<file path="config.mk">
export PLATFORM = sky130hd
export DESIGN_NAME = br_tag_alloc
export DESIGN_NICKNAME = d
export VERILOG_FILES = /design/src/rtl/br_tag_alloc.sv
export SDC_FILE = /design/constraint.sdc
export NUM_CORES = 1
export LEC_CHECK = 0
export CAP_MARGIN = 20
export CORE_UTILIZATION = 25
export DETAILED_ROUTE_END_ITERATION = 10
export DONT_BUFFER_PORTS = 1
export SLEW_MARGIN = 0
export SYNTH_ARGS = -nofsm -noshare
export SYNTH_HDL_FRONTEND = slang
export SYNTH_SLANG_ARGS = --single-unit
</file>
<file path="constraint.sdc">
create_clock -name clk -period 3.9 [get_ports clk]
set_clock_uncertainty 0.15 [all_clocks]
set_input_delay 0.585 -clock clk [delete_from_list [all_inputs] [get_ports clk]]
set_output_delay 0.585 -clock clk [all_outputs]
set_load 0.01 [all_outputs]
</file>
<file path="src/rtl/br_tag_alloc.sv">
// rtl/br_tag_alloc.sv - branch tag allocator with per-tag dependency masks and mispredict squash
module br_tag_alloc #(
  parameter int NUM_TAGS = 4,
  parameter int ALLOC_W  = 2
) (
  input  logic                              clk,
  input  logic                              rst,
  input  logic [ALLOC_W-1:0]                alloc_req_i,
  output logic [ALLOC_W*NUM_TAGS-1:0]       alloc_tag_o,
  output logic [ALLOC_W*NUM_TAGS-1:0]       alloc_mask_o,
  output logic                              alloc_stall_o,
  output logic [NUM_TAGS-1:0]               br_mask_o,
  input  logic                              resolve_valid_i,
  input  logic [NUM_TAGS-1:0]               resolve_tag_i,
  input  logic                              resolve_mispred_i,
  output logic [NUM_TAGS-1:0]               squash_mask_o,
  output logic [$clog2(NUM_TAGS+1)-1:0]     free_cnt_o
);

  localparam int CNT_W = $clog2(NUM_TAGS+1);

  logic [NUM_TAGS-1:0] out_r;
  logic [NUM_TAGS-1:0] out_n;
  logic [NUM_TAGS-1:0] dep_r [NUM_TAGS];
  logic [NUM_TAGS-1:0] dep_n [NUM_TAGS];

  logic                tag_onehot;
  logic                res_legal;
  logic                res_correct;
  logic                res_mispred;
  logic [NUM_TAGS-1:0] correct_clr;
  logic [CNT_W-1:0]    free_cnt;
  int                  req_cnt;
  logic                stall;
  logic [NUM_TAGS-1:0] avail;
  logic [NUM_TAGS-1:0] granted;
  logic [NUM_TAGS-1:0] pick;

  // Resolves of free tags or malformed tags are ignored entirely.
  assign tag_onehot  = (resolve_tag_i != '0) &&
                       ((resolve_tag_i & (resolve_tag_i - NUM_TAGS'(1))) == '0);
  assign res_legal   = resolve_valid_i && tag_onehot && ((resolve_tag_i & out_r) != '0);
  assign res_mispred = res_legal && resolve_mispred_i;
  assign res_correct = res_legal && !resolve_mispred_i;
  assign correct_clr = res_correct ? resolve_tag_i : '0;

  always_comb begin
    squash_mask_o = '0;
    if (res_mispred) begin
      squash_mask_o = resolve_tag_i;
      for (int t = 0; t < NUM_TAGS; t++) begin
        if (out_r[t] && ((dep_r[t] & resolve_tag_i) != '0)) squash_mask_o[t] = 1'b1;
      end
    end
  end

  always_comb begin
    free_cnt = CNT_W'(NUM_TAGS);
    for (int i = 0; i < NUM_TAGS; i++) begin
      if (out_r[i]) free_cnt = free_cnt - CNT_W'(1);
    end
  end

  always_comb begin
    req_cnt = 0;
    for (int k = 0; k < ALLOC_W; k++) begin
      if (alloc_req_i[k]) req_cnt = req_cnt + 1;
    end
  end

  // Slots take the lowest remaining free tag in order; younger slots see older grants in their mask.
  always_comb begin
    alloc_tag_o  = '0;
    alloc_mask_o = '0;
    stall        = 1'b0;
    avail        = ~out_r;
    granted      = '0;
    pick         = '0;
    if (!res_mispred) begin
      stall = req_cnt > int'(free_cnt);
      if (!stall) begin
        for (int k = 0; k < ALLOC_W; k++) begin
          if (alloc_req_i[k]) begin
            pick = avail & (~avail + NUM_TAGS'(1));
            alloc_tag_o[k*NUM_TAGS +: NUM_TAGS]  = pick;
            alloc_mask_o[k*NUM_TAGS +: NUM_TAGS] = (out_r & ~correct_clr) | granted;
            granted = granted | pick;
            avail   = avail & ~pick;
          end
        end
      end
    end
  end

  assign alloc_stall_o = stall;

  always_comb begin
    out_n = out_r & ~correct_clr;
    if (res_mispred) out_n = out_n & ~squash_mask_o;
    for (int t = 0; t < NUM_TAGS; t++) dep_n[t] = dep_r[t] & ~correct_clr;
    for (int k = 0; k < ALLOC_W; k++) begin
      for (int t = 0; t < NUM_TAGS; t++) begin
        if (alloc_tag_o[k*NUM_TAGS + t]) begin
          out_n[t] = 1'b1;
          dep_n[t] = alloc_mask_o[k*NUM_TAGS +: NUM_TAGS];
        end
      end
    end
  end

  always_ff @(posedge clk) begin
    if (rst) begin
      out_r <= '0;
      for (int t = 0; t < NUM_TAGS; t++) dep_r[t] <= '0;
    end else begin
      out_r <= out_n;
      for (int t = 0; t < NUM_TAGS; t++) dep_r[t] <= dep_n[t];
    end
  end

  assign br_mask_o  = out_r;
  assign free_cnt_o = free_cnt;

endmodule

</file>
==> run_results.csv, run 1 <==
group,metric,value,unit
pwr,swShare,46.92,%
synth,synth_cell_type_count,52,
timing,drv_slew,0,
timing,clock.fmax,261.6,MHz
min_path,hold_start,"rst",
run_status,status,"completed",
pwr,p_int,607.9,uW
detailed_routing,drcViolationCount,0,
worst_setup_path,crit_fanout,8,
timing,relSlewSlack,29.67,%
layout,fill_cells,615,
pwr,power_leakage,0.0006957,uW
placed_design,post-dp-hpwl,3371,um
synth,ys_ff_latch,16,
cts,worstSkewPairLatency,0.26,ns
layout,final_common_cell,"nor2_1",
layout,syn2layout_area_growth,13.07,%
floorplanning,die_w,77.27,um
layout,drive_above_1_share,18.03,%
pwr,p_per_area,715.1,nW/um2
synth,netlist_top_cells_area,"dfxtp_1 (23%), ha_1 (8.0%), mux2i_1 (4.9%)",
worst_setup_path,required,3.16,ns
synth,synth.top_cell.area_share,22.61,%
synth,syn_area,1416,um2
grt,grt_max_degree,16,
worst_setup_path,worstSetupStartpoint,"br_mask_o[0]$_SDFF_PP0_",
synth,synth_compound_area_share,25.00,%
timing,rsz0062_at_grt,"yes",
min_path,hold_class,"primary input to flip-flop",
placed_design,portBuffers,0,
layout,final_cell_mix,"nor2_1 (18), dfxtp_1 (14), inv_1 (13), nand2_1 (13), a21oi_1 (13)",
floorplanning,placeableCoreArea,5473,um2
floorplanning,die-area,5971,um2
grt,grt_util_met3,5.119,%
worst_setup_path,cp_cell_sequence,"inv_1 > ha_1 > mux2_2 > mux2_2 > ha_1 > nor2b_1 > a2bb2oi_2 > a22oi_2 > nand2_1 > nor3_1 > buf_4",
timing,hold_viol,0,
synth,avgSynthCellArea,7.957,um2
cts,clock_path_buffers,2,
worst_setup_path,crit-reg2reg-launch,"br_mask_o[0]$_SDFF_PP0_",
synth,synth-edff-count,0,
synth,seq_area_frac_synth,22.61,%
grt,antenna_found_initial,0,
timing,setup-tns-final,0,ns
grt,grt_pass1_wl,7031,um
worst_setup_path,crit_slowest_cell,"dfxtp_2",
synth,synth_top_family_by_area,"simple AND/OR/NAND/NOR gates",
layout,final_nets,204,
timing,worst_pin_slew,1.045,ns
detailed_routing,drt_iter0_drc,179,
synth,synthArstFlopShare,0,%
cts,htreeDepth,1,
detailed_routing,drt_wl_total,4425,um
worst_setup_path,critPathTopFamily,"simple AND/OR/NAND/NOR gates",
worst_setup_path,endpoint_kind,"output port",
pwr,peakVddDrop,0.3668,mV
grt,grt_pass1_vias,1304,
timing,finalCriticalPeriod,3.822,ns
synth,yosys_warnings,0,
worst_setup_path,critPathKind,"flip-flop to output port",
job,maxCapViolCount,0,
worst_setup_path,critPathMaxStageDelay,0.39,ns
synth,syn_inst,178,
worst_setup_path,crit_arrival,3.09,ns
timing,hold_slack,0.2357,ns
worst_setup_path,worst_setup_path_start_kind,"flip-flop",
floorplanning,rows,27,
cts,root_buffer,"clkbuf_8",
cts,cts.reportedPaths.clkPinSlew,0.07,ns
detailed_routing,via_count,1348,
synth,synth_simple_gate_area_share,26.24,%
grt,grt.total_usage,15.27,%
synth,synthMuxAreaShare,6.537,%
floorplanning,die_h,77.27,um
worst_setup_path,path_buf_inv,2,
synth,syn_nets,198,
pwr,pwr-share-seq,20.8,%
timing,setup_viol,0,
floorplanning,boundaryPins,38,
detailed_routing,ant_nets,0,
grt,grt_overflow,0,
timing,timing.final.crit_share,98.00,%
pwr,clockPowerShare,13.3,%
cts,numCtsBuffers,3,
pwr,power.net_switching,537.4,uW
synth,synth_top_flop_cell,"dfxtp_1",
floorplanning,start_util,25.88,%
detailed_routing,avgViaCountPerCell,5.286,
detailed_routing,wl_per_cell,17.35,um
cts,tritoncts,"built",
pwr,comb_power_share,65.9,%
synth,yosysTopAreaCell,"dfxtp_1",
synth,synthAdderAreaFrac,9.364,%
synth,synth_xor_area_share,2.827,%
layout,antenna_cells,0,
grt,use_met1,20.09,%
grt,top_usage_layer,"met2",
detailed_routing,dr.pass1.iters,4,
cts,cts_sinks,16,
placed_design,globalplace.congestion,0.8877,
grt,grt_use_met2,23.98,%
## cell usage after synthesis (2+ instances only)
| library cell | n |
|---|---|
| a222oi_1 | 4 |
| xor2_1 | 2 |
| nor2_1 | 18 |
| nor2b_1 | 4 |
| or2_2 | 5 |
| a21oi_1 | 13 |
| nor4b_1 | 2 |
| nand3_1 | 4 |
| clkbuf_1 | 4 |
| mux2i_1 | 7 |
| nor4_1 | 3 |
| inv_1 | 13 |
| nand2b_1 | 4 |
| o22ai_1 | 4 |
| dfxtp_1 | 16 |
| mux2_2 | 2 |
| nor3_1 | 5 |
| o21a_1 | 4 |
| buf_6 | 2 |
| or3_1 | 2 |
| nand2_1 | 13 |
| a22o_1 | 2 |
| and3_1 | 2 |
| o21ai_0 | 3 |
| buf_2 | 3 |
| and2_1 | 2 |
| o211ai_1 | 2 |
| ha_1 | 9 |
## power by group through the flow
| stage | combinational (uW) | sequential [uW] | clock (uW) |
|---|---|---|---|
| 2_1_floorplan | 532 | 247 | 0 |
| 3_3_place_gp | 713 | 239 | 0 |
| 3_5_place_dp | 714 | 240 | 0 |
| 4_1_cts | 733 | 236 | 158 |
| 5_1_grt | 829 | 245 | 165 |
| 6_report | 754 | 239 | 152 |
## stage by stage
step	std cells	total power (uW)	worst slack, ns	instance area (um2)	utilization, %
after floorplan	178	779.0	0.3278	1416	-
after global placement	250	952.3	0.2694	1525	27.87
after detailed placement	250	954.1	0.2690	1525	27.87
after CTS	255	1128	0.01208	1588	29.01
after global routing	255	1239	-0.04206	1602	29.26
final	255	1145	0.07784	1602	29.26
## flip-flops by register name, summed over array words and instances, names as in the netlist
| name | flops |
|---|---|
| br_mask_o | 4 |
| dep_r | 12 |
## final timing paths
path,to,slack (ns),cells after the start
hold reg to reg,dep_r[3][0]$_SDFF_PP0_,0.32,1
hold / removal,br_mask_o[1]$_SDFF_PP0_,0.24,1
setup reg to reg,dep_r[1][2]$_SDFF_PP0_,0.67,12
setup / recovery,alloc_mask_o[4],0.08,11
## logic make-up after synthesis
logic type                 count (synthesis)
xor gates and xnor gates                   3
and+or+nand+nor                           71
AOI/OAI and AO/OA                         46
buffers and inverters                     23
muxes                                      9
adders and majority gates                 10
DFF                                       16
## worst register-to-register path, cell delays in order, from the launching register on
cell and delay, ns:
dfxtp_2 0.39, inv_1 0.15, ha_1 0.24, mux2_2 0.27
mux2_2 0.27, ha_1 0.31, nor2b_1 0.16, a2bb2oi_2 0.23
a22oi_2 0.13, nand3_1 0.25, inv_1 0.16, o31a_1 0.30
o21a_1 0.11
## layer usage
| metal | wire, um | vias up |
|---|---|---|
| met1 | 1963 | 643 |
| met5 | 0 | - |
| met2 | 1998 | 50 |
| met4 | 42 | 0 |
| met3 | 420 | 4 |
| li1 | - | 651 |
## layout make-up
type / count / area (um2) / area share [%]
clock buffers: 4 / 55.05 / 3.437
inverters: 13 / 48.80 / 3.047
multi-input cells: 139 / 1002 / 62.58
flip-flops and latches: 16 / 322.8 / 20.16
well taps: 72 / 90.09 / 5.625
repair buffers: 11 / 82.58 / 5.156
## repair_timing
| action | CTS | global route |
|---|---|---|
| hold buffers | 0 | 0 |
| gates cloned | 0 | 0 |
| pin swaps | 1 | 1 |
| setup endpoints to repair | 2 | 8 |
| gates resized for setup | 0 | 4 |
| buffers inserted | 1 | 0 |
Note: power is estimated with default switching activity, not from simulation.
==> run 2: changes to the inputs <==
CORE_UTILIZATION = 55   (was 25)
PLACE_DENSITY = 0.7   (was not set)
==> run 2 against run 1 <==
Die area fell by 53%. Final cell count fell by 17%. Sequential share of layout area grew 1.3 points. Clock-buffer cell count down 1. Wire length decreased by 12%.
==> run_results.csv, run 2 (synthesized netlist as in run 1, its figures left out) <==
group,metric,value,unit
pwr,swShare,49.33,%
worst_setup_path,required,3.16,ns
timing,hold_viol,0,
timing,relSlewSlack,60.04,%
worst_setup_path,critPathKind,"flip-flop to output port",
pwr,power.net_switching,507.5,uW
floorplanning,die_w,52.75,um
min_path,whs_path_depth,1,
layout,regArea,321.6,um2
worst_setup_path,worst_setup_path_start_kind,"flip-flop",
cts,hold_buffers,0,
timing,clock.fmax,260.9,MHz
detailed_routing,dr.pass1.iters,4,
timing,finalCriticalPeriod,3.833,ns
grt,grt_pass1_wl,5920,um
timing,drv_slew,0,
timing,worst_pin_slew,0.5917,ns
cts,tritoncts,"built",
pwr,clockPowerShare,8.8,%
cts,cts.reportedPaths.clkPinSlew,0.10,ns
layout,final_nets,203,
grt,grt_pass1_vias,1224,
cts,htreeDepth,1,
run_status,status,"completed",
placed_design,post-dp-hpwl,2908,um
layout,fill_cells,232,
floorplanning,die-area,2782,um2
timing,setup_viol,0,
pwr,peakVddDrop,0.5166,mV
placed_design,portBuffers,0,
detailed_routing,via_count,1369,
floorplanning,start_util,57.70,%
pwr,pwr-share-seq,23.4,%
layout,top_register,"dep_r",
detailed_routing,wl_per_cell,18.55,um
layout,antenna_cells,0,
layout,syn2layout_area_growth,6.007,%
timing,timing.final.crit_share,98.28,%
pwr,power_leakage,0.0006744,uW
grt,grt.total_usage,29.51,%
detailed_routing,drcViolationCount,0,
cts,cts_sinks,16,
layout,final_cell_mix,"nor2_1 (18), dfxtp_1 (15), inv_1 (13), nand2_1 (13), a21oi_1 (13)",
layout,drive_above_1_share,16.02,%
worst_setup_path,rr_worst_depth,12,
pwr,p_int,521.3,uW
cts,clock_path_buffers,2,
floorplanning,die_h,52.75,um
job,maxCapViolCount,0,
min_path,hold_class,"primary input to flip-flop",
detailed_routing,drt_wl_total,3914,um
detailed_routing,avgViaCountPerCell,6.488,
timing,hold_slack,0.1919,ns
cts,post-cts-setup-buffer-count,0,
cts,root_buffer,"clkbuf_4",
floorplanning,boundaryPins,38,
grt,antenna_found_initial,0,
worst_setup_path,crit_arrival,3.10,ns
cts,worstSkewPairLatency,0.30,ns
floorplanning,rows,18,
layout,final_common_cell,"nor2_1",
layout,multi_input_area,996.0,um2
timing,setup-tns-final,0,ns
grt,grt_overflow,0,
layout,largest_reg_flops,12,
detailed_routing,drt_iter0_drc,76,
worst_setup_path,endpoint_kind,"output port",
placed_design,globalplace.congestion,0.9785,
grt,grt_max_degree,16,
detailed_routing,ant_nets,0,
pwr,p_per_area,685.2,nW/um2
floorplanning,placeableCoreArea,2455,um2
worst_setup_path,crit_fanout,10,
timing,rsz0062_at_grt,"no",
cts,numCtsBuffers,3,
pwr,comb_power_share,67.8,%
[run 2: cell types whose count changed in the layout (fill, tap and decap cells not counted), sizes merged]
cell / change
buf: -1
clkbuf: -1
[run 2: worst max-delay path, cell delays in order, from the launching register on]
cell     delay [ns]
dfxtp_1        0.32
buf_4          0.18
fa_1           0.57
inv_1          0.06
ha_1           0.17
and2_1         0.17
xnor3_1        0.42
a22oi_2        0.33
nand2_1        0.18
nor3_1         0.24
buf_4          0.16
[run 2: cell type report]
cell class	count	area share, %
Multi-Input combinational cell	139	66.33
Sequential cell	16	21.42
Timing Repair Buffer	10	5.000
Inverter	13	3.250
Tap cell	30	2.500
Clock buffer	3	1.500
[run 2: worst paths after layout]
path | start | end | slack [ns]
max | br_mask_o[1]$_SDFF_PP0_ | alloc_mask_o[4] | 0.07
min | rst | br_mask_o[3]$_SDFF_PP0_ | 0.19
max reg2reg | br_mask_o[1]$_SDFF_PP0_ | dep_r[1][2]$_SDFF_PP0_ | 0.60
min reg2reg | dep_r[3][0]$_SDFF_PP0_ | dep_r[3][0]$_SDFF_PP0_ | 0.33
[run 2: what timing repair did]
item,4_1_cts,5_1_grt
hold endpoints to repair,0,0
setup endpoints to repair,1,5
gates cloned,0,0
gates resized for setup,1,1
pin swaps,0,1
[run 2: metal layers]
layer | share of wire, % | global-route usage, % | vias up
met4 | 1.7 | 9.649 | 0
met1 | 43 | 39.30 | 637
li1 | - | - | 649
met3 | 9.1 | 4.638 | 11
met2 | 47 | 47.89 | 72
met5 | 0 | 0 | -
[run 2: metrics by stage]
stage	instance area, um2	worst slack (ns)	util, %	total power [uW]	instances
final	1501	0.06690	61.16	1029	211
after detailed placement	1473	0.3061	59.99	933.9	208
after floorplan	1416	0.3278	-	779.0	178
after CTS	1496	0.09187	60.96	1021	211
after global routing	1501	0.002253	61.16	1105	211
after global placement	1473	0.4282	59.99	914.7	208
[run 2: power by group through the flow]
stage | combinational, uW | clock (uW) | sequential (uW)
2_1_floorplan | 532 | 0 | 247
3_3_place_gp | 673 | 0 | 241
3_5_place_dp | 690 | 0 | 244
4_1_cts | 692 | 87.5 | 241
5_1_grt | 765 | 94.0 | 246
6_report | 698 | 90.5 | 241
==> patch: new RTL, settings of run 1 <==
`ALLOC_W`: 2 -> 3.
--- a/src/rtl/br_tag_alloc.sv
+++ b/src/rtl/br_tag_alloc.sv
@@ -1,7 +1,7 @@
 // rtl/br_tag_alloc.sv - branch tag allocator with per-tag dependency masks and mispredict squash
 module br_tag_alloc #(
   parameter int NUM_TAGS = 4,
-  parameter int ALLOC_W  = 2
+  parameter int ALLOC_W  = 3
 ) (
   input  logic                              clk,
   input  logic                              rst,
Ports: changed (resized alloc_mask_o, alloc_req_i and alloc_tag_o); port bits go from 38 to 47. The function was not compared with the original's and may differ.
==> patch against run 1 <==
Sequential cell count stayed put; non-clock buffer count is 13 higher; setup slack gained 0.12 ns; utilization is 0.53 points higher; power is 54% higher; sequential power grew 13%; design area rose by 38%; synthesized area rose by 38%; routed wire length increased by 64%.
==> patch: results <==
[status]
status = "completed"

[global_routing]
grt_util_all_layers_pct = 17.74
grt_pass1_vias = 2074
grt_max_degree = 21
grt_antenna_before_repair = 0
grt_pass1_wl_um = 11500

[setup_path]
r2r_slack_ns = 0.50
cpLargestDelayFamily = "simple AND/OR/NAND/NOR gates"
cp_max_fo = 7
rr_worst_depth = 13
crit_slowest_cell = "or3_4"
r2r_end = "dep_r[3][2]$_SDFF_PP0_"
cpPeakStageDelay_ns = 0.39
crit_start = "br_mask_o[0]$_SDFF_PP0_"

[routing]
wirelength_um = 7272
wl_met1_um = 2961
drt-initial-drc-count = 327
met3_length_um = 907
via_per_inst = 6.062
drt_first_pass_iters = 6
met2WireLength_um = 3197
top_layer = "met4"

[timing]
worst_slew_pin_slew_ns = 0.6657
hold_slack_ns = 0.2368

[clock_tree]
cts_max_path_buffers = 2
htree_levels = 1
clock-root-buffer = "clkbuf_8"
clock_latency_ns = 0.26
clkSlewWorstSetupHoldPaths_ns = 0.07
cts_buffers = 3

[placement]
place_ws_ns = 0.2477
gp_congestion = 0.9224
place_hpwl_um = 5458
portBuffers = 0
placed_cells = 365

[layout]
n_antenna_cell = 0
regMostFlops = "dep_r"
drive_gt1_share_pct = 20.37
final_nets = 294
stdcell_count = 369
largest_reg_flops = 12

[synthesis]
syn_avg_cell_area_sq_um = 7.379
synth_common_cells = "nor2_1 (29), nand2_1 (25), a21oi_1 (18), dfxtp_1 (16), inv_1 (16)"
synth_seq_area_share_pct = 16.44
async_flop_share_pct = 0
yosys-top-cells-area = "dfxtp_1 (16%), ha_1 (7.1%), nor2_1 (5.6%)"
ys.warnings.count = 0
synth_cell_type_count = 71
synth_ff_type = "dfxtp_1"

[worst_hold_path]
hp-class = "in -> reg"
worstHoldStart = "rst"
min_path_cells = 1
min_to = "dep_r[3][0]$_SDFF_PP0_"

[power]
ir_drop_v = 0.0002040
p_leak_nw = 0.8835
netSwitchingFraction_pct = 52.76
-- patch: worst max path at each step --
stage,endpoint,slack [ns]
after floorplan,alloc_tag_o[11],0.1
after global placement,alloc_tag_o[11],0.35
after detailed placement,alloc_tag_o[11],0.25
after CTS,alloc_tag_o[11],0.05
after global routing,alloc_tag_o[7],0.05
final,alloc_tag_o[7],0.19
-- patch: cell type report --
type / instances / area, sq um
Fill cell: 785 / 5201
Multi-Input combinational cell: 209 / 1461
Sequential cell: 16 / 322.8
Timing Repair Buffer: 24 / 180.2
Tap cell: 99 / 123.9
Inverter: 17 / 63.81
Clock buffer: 4 / 55.05
-- patch: kinds of logic after synthesis --
| family | synth area share [%] |
|---|---|
| buffers and inverters | 9.120 |
| muxes | 1.156 |
| DFF | 16.44 |
| adders and majority gates | 8.606 |
| and+or+nand+nor | 30.96 |
| xor gates and xnor gates | 2.248 |
| AOI/OAI and AO/OA | 31.47 |
-- patch: power groups by stage --
stage                     Clock [W]  Sequential (W)  Combinational [W]
after CTS                  0.000159        0.000270            0.00131
after detailed placement          0        0.000274            0.00130
after floorplan                   0        0.000279           0.000855
after global placement            0        0.000272            0.00128
after global routing       0.000168        0.000279            0.00145
final                      0.000159        0.000271            0.00134
-- patch: stage by stage --
stage                     instance area (sq um)  total power (W)
after floorplan                            1949         0.001134
after global placement                     2140         0.001555
after detailed placement                   2140         0.001571
after CTS                                  2195         0.001736
after global routing                       2207         0.001899
final                                      2207         0.001769
-- patch: routing by layer --
metal | track usage [%] | vias to the layer above
met3 | 3.620 | 23
li1 | - | 985
met1 | 24.45 | 1049
met5 | 0 | -
met2 | 27.86 | 180
met4 | 4.973 | 0
-- patch: repair_timing --
action / in CTS / in global routing
hold endpoints to repair: 0 / 0
resized for setup: 1 / 4
endpoints found under the setup margin: 2 / 6
buffers inserted: 0 / 0
pin swaps: 0 / 1
